[src/rtl/dc_hex_ascii.sv]
// rtl/dc_hex_ascii.sv - registered 4-bit hex nibble to ASCII converter
// Optional X/Z input detection is enabled with DC_HEX_ASCII_XCHECK_EN.
module dc_hex_ascii #(
  parameter bit LOWER_CASE = 1'b0
) (
  input  logic       clk_i,
  input  logic       rst_ni,
  input  logic [3:0] hex_i,
  input  logic       hex_valid_i,
  output logic [7:0] ascii_o,
  output logic       ascii_valid_o,
  output logic       err_o
);

  localparam logic [7:0] LetterBase = LOWER_CASE ? 8'h61 : 8'h41;

  logic [7:0] ascii_map;
  logic [7:0] ascii_d, ascii_q;
  logic       valid_d, valid_q;

  always_comb begin
    ascii_map = 8'h00;
    if (hex_i < 4'hA) begin
      ascii_map = 8'h30 + {4'h0, hex_i};
    end else begin
      ascii_map = LetterBase + ({4'h0, hex_i} - 8'd10);
    end
  end

`ifdef DC_HEX_ASCII_XCHECK_EN
  logic err_d, err_q;

  // Any unknown bit in an accepted nibble yields '?' and raises the error flag.
  always_comb begin
    ascii_d = ascii_q;
    err_d   = err_q;
    valid_d = hex_valid_i;
    if (hex_valid_i) begin
      if ($isunknown(hex_i)) begin
        ascii_d = 8'h3F;
        err_d   = 1'b1;
      end else begin
        ascii_d = ascii_map;
        err_d   = 1'b0;
      end
    end
  end

  always_ff @(posedge clk_i or negedge rst_ni) begin
    if (!rst_ni) begin
      err_q <= 1'b0;
    end else begin
      err_q <= err_d;
    end
  end

  assign err_o = err_q;
`else
  always_comb begin
    ascii_d = ascii_q;
    valid_d = hex_valid_i;
    if (hex_valid_i) begin
      ascii_d = ascii_map;
    end
  end

  assign err_o = 1'b0;
`endif

  always_ff @(posedge clk_i or negedge rst_ni) begin
    if (!rst_ni) begin
      ascii_q <= 8'h00;
      valid_q <= 1'b0;
    end else begin
      ascii_q <= ascii_d;
      valid_q <= valid_d;
    end
  end

  assign ascii_o       = ascii_q;
  assign ascii_valid_o = valid_q;

endmodule

[config.mk]
export PLATFORM = sky130hd
export DESIGN_NAME = dc_hex_ascii
export DESIGN_NICKNAME = d
export VERILOG_FILES = /design/src/rtl/dc_hex_ascii.sv
export SDC_FILE = /design/constraint.sdc
export NUM_CORES = 1
export LEC_CHECK = 0
export BUFFER_PORTS_ARGS = -buffer_cell sky130_fd_sc_hd__buf_4
export CAP_MARGIN = 40
export CORE_AREA = 3 3 40 42
export DETAILED_ROUTE_END_ITERATION = 10
export DIE_AREA = 0 0 43 45
export GPL_TIMING_DRIVEN = 0
export SETUP_SLACK_MARGIN = 0.5
export SLEW_MARGIN = 10
export SYNTH_ARGS = -nofsm -noshare
export SYNTH_HDL_FRONTEND = slang
export SYNTH_SLANG_ARGS = --single-unit
export TNS_END_PERCENT = 5
[constraint.sdc]
create_clock -name clk_i -period 2.1 [get_ports clk_i]
set_input_delay 0.525 -clock clk_i [delete_from_list [all_inputs] [get_ports clk_i]]
set_output_delay 0.525 -clock clk_i [all_outputs]
set_load 0.02 [all_outputs]
* Word level (Yosys, flattened, before mapping)
Cells that the tools add are included.
Cells by class: add/subtract/negate cells 3, magnitude comparators 1, mux-type cells 1
Operator list (number):
- 7-bit by 8-bit adder with 8-bit output (first input constant) | 1
- 8-bit two-way mux | 1
- 6-bit by 4-bit adder with 7-bit output (first input constant) | 1
- 4-bit by 4-bit subtractor with 5-bit output (second input constant) | 1
- 4-bit less-than comparator (second input constant) | 1
Word-level totals: register bits after elaboration 9, input port bits 7, word-level logic and storage cells 7

* Longest topological paths before layout
depth after elaboration 3, depth in mapped cells 7, mapped depth without buffers 7

* Worst setup path before layout
OpenSTA, ideal clock, no wires.
path kind input to register, start input hex_i[1], end register ascii_q[6] (netlist: ascii_o[6]), data arrival time 1479 ps, path slack 496 ps, stages 7, cells stage by stage inv_1 -> ha_1 -> inv_1 -> ha_1 -> nand3b_4 -> a21boi_2 -> mux2_4
On the way: longest elaborated chain between the ends 3
Ends and longest elaborated chain:
- from (decl) | RTL line 8 | input logic [3:0] hex_i,
- 4-bit by 4-bit subtractor with 5-bit output | RTL line 26 | ascii_map = LetterBase + ({4'h0, hex_i} - 8'd10);
- 7-bit by 8-bit adder with 8-bit output | RTL line 26
- 8-bit two-way mux * | RTL line 23 | if (hex_i < 4'hA) begin
- to (signal assigned) | RTL line 75 | ascii_q <= ascii_d;
- to (decl) | RTL line 18 | logic [7:0] ascii_d, ascii_q;
Mark *: on every way between the ends. The rest lies on a longest branch, timed or not. A chain may end at the register's enable or synchronous reset.

* Worst setup path in the final report
Same ends and word-level chain as after synthesis.

==> reports/summary.json <==
{
  "timing.hold.worst.class": "input port to async pin",
  "fillCellCount": 124,
  "routed_length_on_met3_um": 42,
  "die_h_um": 45,
  "vias_per_cell": 4.78,
  "critical_path_peak_fanout": 8,
  "critical_path_required_time_ps": 2240,
  "fin_ws_ps": 586,
  "run_status": "completed",
  "ctsHtreeMaxLevel": 1,
  "die_x_um": 43,
  "tritoncts.num_buffers": 3,
  "grt_usage_pct": 11.5,
  "worst_ep_arrival_time_ps": 1650,
  "timing.max_cap.violations": 0,
  "hold_fix_buffer_count_after_cts": 0,
  "post_synth_mux_area_share_pct": 7.20,
  "met2RoutedLength_um": 375,
  "synth.yosys.warnings": 0,
  "layout_min_cycle_time_ps": 1510,
  "ys_async_sr_fraction_pct": 100,
  "synth_simple_gate_area_share_pct": 9.77,
  "post-cts-setup-buffers": 0,
  "synth_top_cell_by_area": "sky130_fd_sc_hd__dfrtp_1",
  "slew_violations": 0,
  "clk_latency_ps": 250,
  "design_power_uw": 421,
  "wire_length_of_the_first_global_routing_pass_um": 1500,
  "dpl.hpwl_um": 714,
  "die_area_um2": 1940,
  "drt-initial-drc-count": 5,
  "cts.clk_slew.worst_paths_ps": 50,
  "setup.worst_path.class": "input port to flip-flop",
  "drcViolationCount": 0,
  "vdd_ir_drop_max_mv": 0.257,
  "postLayoutCoreUtil_pct": 50.5,
  "drive_above_1_share_pct": 40.6,
  "yosys.area_share.xor_xnor_pct": 5.40,
  "core_region_area_um2": 1280,
  "critical_path.startpoint_type": "input port",
  "syn_area_um2": 487,
  "cp_num_buf_inv": 4,
  "vias_in_the_first_global_route": 334,
  "clock_sink_count": 8,
  "maximum_clock_rate_mhz": 660,
  "ys.flop_type": "sky130_fd_sc_hd__dfrtp_1",
  "initial_antenna_violation_count": 0,
  "rsz_0062_raised_after_global_routing": "false",
  "path_delay_family": "buffers and inverters",
  "crit_path_max_incr_delay_ps": 250,
  "drt-pass1-iter-count": 4,
  "io_buffers": 14,
  "final_min_period_over_clock_period_pct": 72.1,
  "largest_family_of_logic_cells_by_synthesized_area": "compound AO/OA/AOI/OAI gates",
  "final_net_count": 77,
  "number_of_buffers_on_the_longest_clock_path": 2,
  "grt_start_max_net_pins": 11,
  "post_synth_num_cell_types": 22,
  "wl_met1_um": 419,
  "synth.ff_latch_count": 8,
  "avgSynthCellArea_um2": 10.6,
  "antenna_cells": 0,
  "routed-via-count": 378,
  "hold_violations": 0,
  "p_per_area_nw_per_um2": 648,
  "wl_per_cell_um": 10.9,
  "synth.top_cell.area_share_pct": 41.1,
  "clock-root-buffer": "sky130_fd_sc_hd__clkbuf_4",
  "place.gp.congestion": 0.711,
  "grt.overflow.total": 0,
  "worstPathCellList": "buf_4, inv_1, ha_1, inv_1, ha_4, buf_4, a21boi_2, mux2_4",
  "wirelength_um": 861,
  "power_leakage_nw": 0.326,
  "routed.top_layer": "met4",
  "drtAntennaViolNets": 0,
  "finClkSkew_ps": 0,
  "yosys-top-cells-area": "sky130_fd_sc_hd__dfrtp_1 41%, sky130_fd_sc_hd__ha_1 10%, sky130_fd_sc_hd__buf_4 4.6%",
  "syn_to_final_growth_pct": 33.4,
  "starting_density_of_the_core_pct": 37.9,
  "setup_viol_count_final": 0,
  "synthAdderAreaFrac_pct": 10.3,
  "core.rowCount": 13,
  "synth_enable_flop_cells": 0,
  "top_level_ports": 17,
  "cts_repair_resize_count": 0,
  "fin_setup_tns_ps": 0,
  "crit_path_top_delay_cell": "sky130_fd_sc_hd__mux2_4",
  "cts_tree": "done",
  "sequential_element_share_of_the_synthesized_area_pct": 41.1,
  "place_ws_ps": 312,
  "post_synth_inst_count": 46,
  "critPathCaptureType": "flip-flop",
  "synth_compound_area_share_pct": 16.7
}
## layer usage
metal / vias to the layer above / track usage, %
li1: 189 / -
met1: 173 / 14.0
met2: 13 / 15.0
met3: 3 / 3.59
met4: 0 / 12.7
met5: - / 0
## worst paths after layout
path	startpoint	to	slack [ps]	depth (start not counted)
max in group asynchronous	rst_ni	ascii_o[4]	1890	1
worst max register to register	ascii_o[6]	ascii_o[6]	1350	1
worst max-delay path	hex_i[1]	ascii_o[6]	590	8
min in group clk_i	hex_valid_i	ascii_valid_o	420	1
worst min register to register	ascii_o[6]	ascii_o[6]	510	1
worst min-delay path	rst_ni	ascii_o[0]	80	1
## power by group
group	total (mW)	switching, mW	internal, mW
combinational	0.126	0.0658	0.0604
clock	0.117	0.0521	0.0654
sequential	0.177	0.00746	0.170
## through the flow
stage | hold slack [ps] | area, um2 | cells
global placement | 348 | 627 | 76
CTS | 74.2 | 649 | 79
floorplan | 229 | 503 | 47
finish | 78.5 | 649 | 79
global route | 63.1 | 649 | 79
detailed placement | 349 | 627 | 76
## cell usage after synthesis (2+ instances only)
cell type                 count
sky130_fd_sc_hd__a21oi_1      3
sky130_fd_sc_hd__ha_1         4
sky130_fd_sc_hd__buf_4        3
sky130_fd_sc_hd__xnor2_1      2
sky130_fd_sc_hd__inv_1        4
sky130_fd_sc_hd__dfrtp_1      8
sky130_fd_sc_hd__a31oi_1      2
sky130_fd_sc_hd__nor2_1       5
sky130_fd_sc_hd__mux2i_1      2
## cell families after synthesis
logic type	Yosys count
AOI/OAI and AO/OA	11
DFF	8
xor gates and xnor gates	3
adders and majority gates	4
other	1
and+or+nand+nor	8
buffers and inverters	8
muxes	3
## area by class of cell
| cell class | count | area (um2) | area share [%] |
|---|---|---|---|
| multi-input cells | 31 | 260 | 40.1 |
| flip-flops and latches | 8 | 200 | 30.8 |
| repair buffers | 14 | 105 | 16.2 |
| plain buffers | 4 | 27.5 | 4.24 |
| clock buffers | 3 | 22.5 | 3.47 |
| well taps | 15 | 18.8 | 2.89 |
| inverters | 4 | 15.0 | 2.31 |
## state kept, by name (all words and copies together) (netlist names)
register / cells
ascii_o: 7
ascii_valid_o: 1
## placed cells by master, fill, tap and decap left out
master / n
sky130_fd_sc_hd__xor2_1: 1
sky130_fd_sc_hd__o21ai_4: 1
sky130_fd_sc_hd__o22ai_1: 1
sky130_fd_sc_hd__buf_4: 17
sky130_fd_sc_hd__nand3_1: 1
sky130_fd_sc_hd__nand2_1: 1
sky130_fd_sc_hd__a21o_1: 1
sky130_fd_sc_hd__inv_1: 4
sky130_fd_sc_hd__nand3b_4: 1
sky130_fd_sc_hd__mux2i_1: 2
sky130_fd_sc_hd__a21oi_1: 3
sky130_fd_sc_hd__dfrtp_1: 8
sky130_fd_sc_hd__a21boi_1: 1
sky130_fd_sc_hd__ha_4: 1
sky130_fd_sc_hd__buf_2: 1
sky130_fd_sc_hd__xnor2_1: 2
sky130_fd_sc_hd__mux2_4: 1
sky130_fd_sc_hd__clkbuf_4: 3
sky130_fd_sc_hd__nor2_1: 5
sky130_fd_sc_hd__conb_1: 2
sky130_fd_sc_hd__ha_1: 3
sky130_fd_sc_hd__a31oi_1: 2
sky130_fd_sc_hd__a21boi_2: 1
sky130_fd_sc_hd__o21ai_0: 1
No activity file was read; power rests on OpenSTA's default activity.
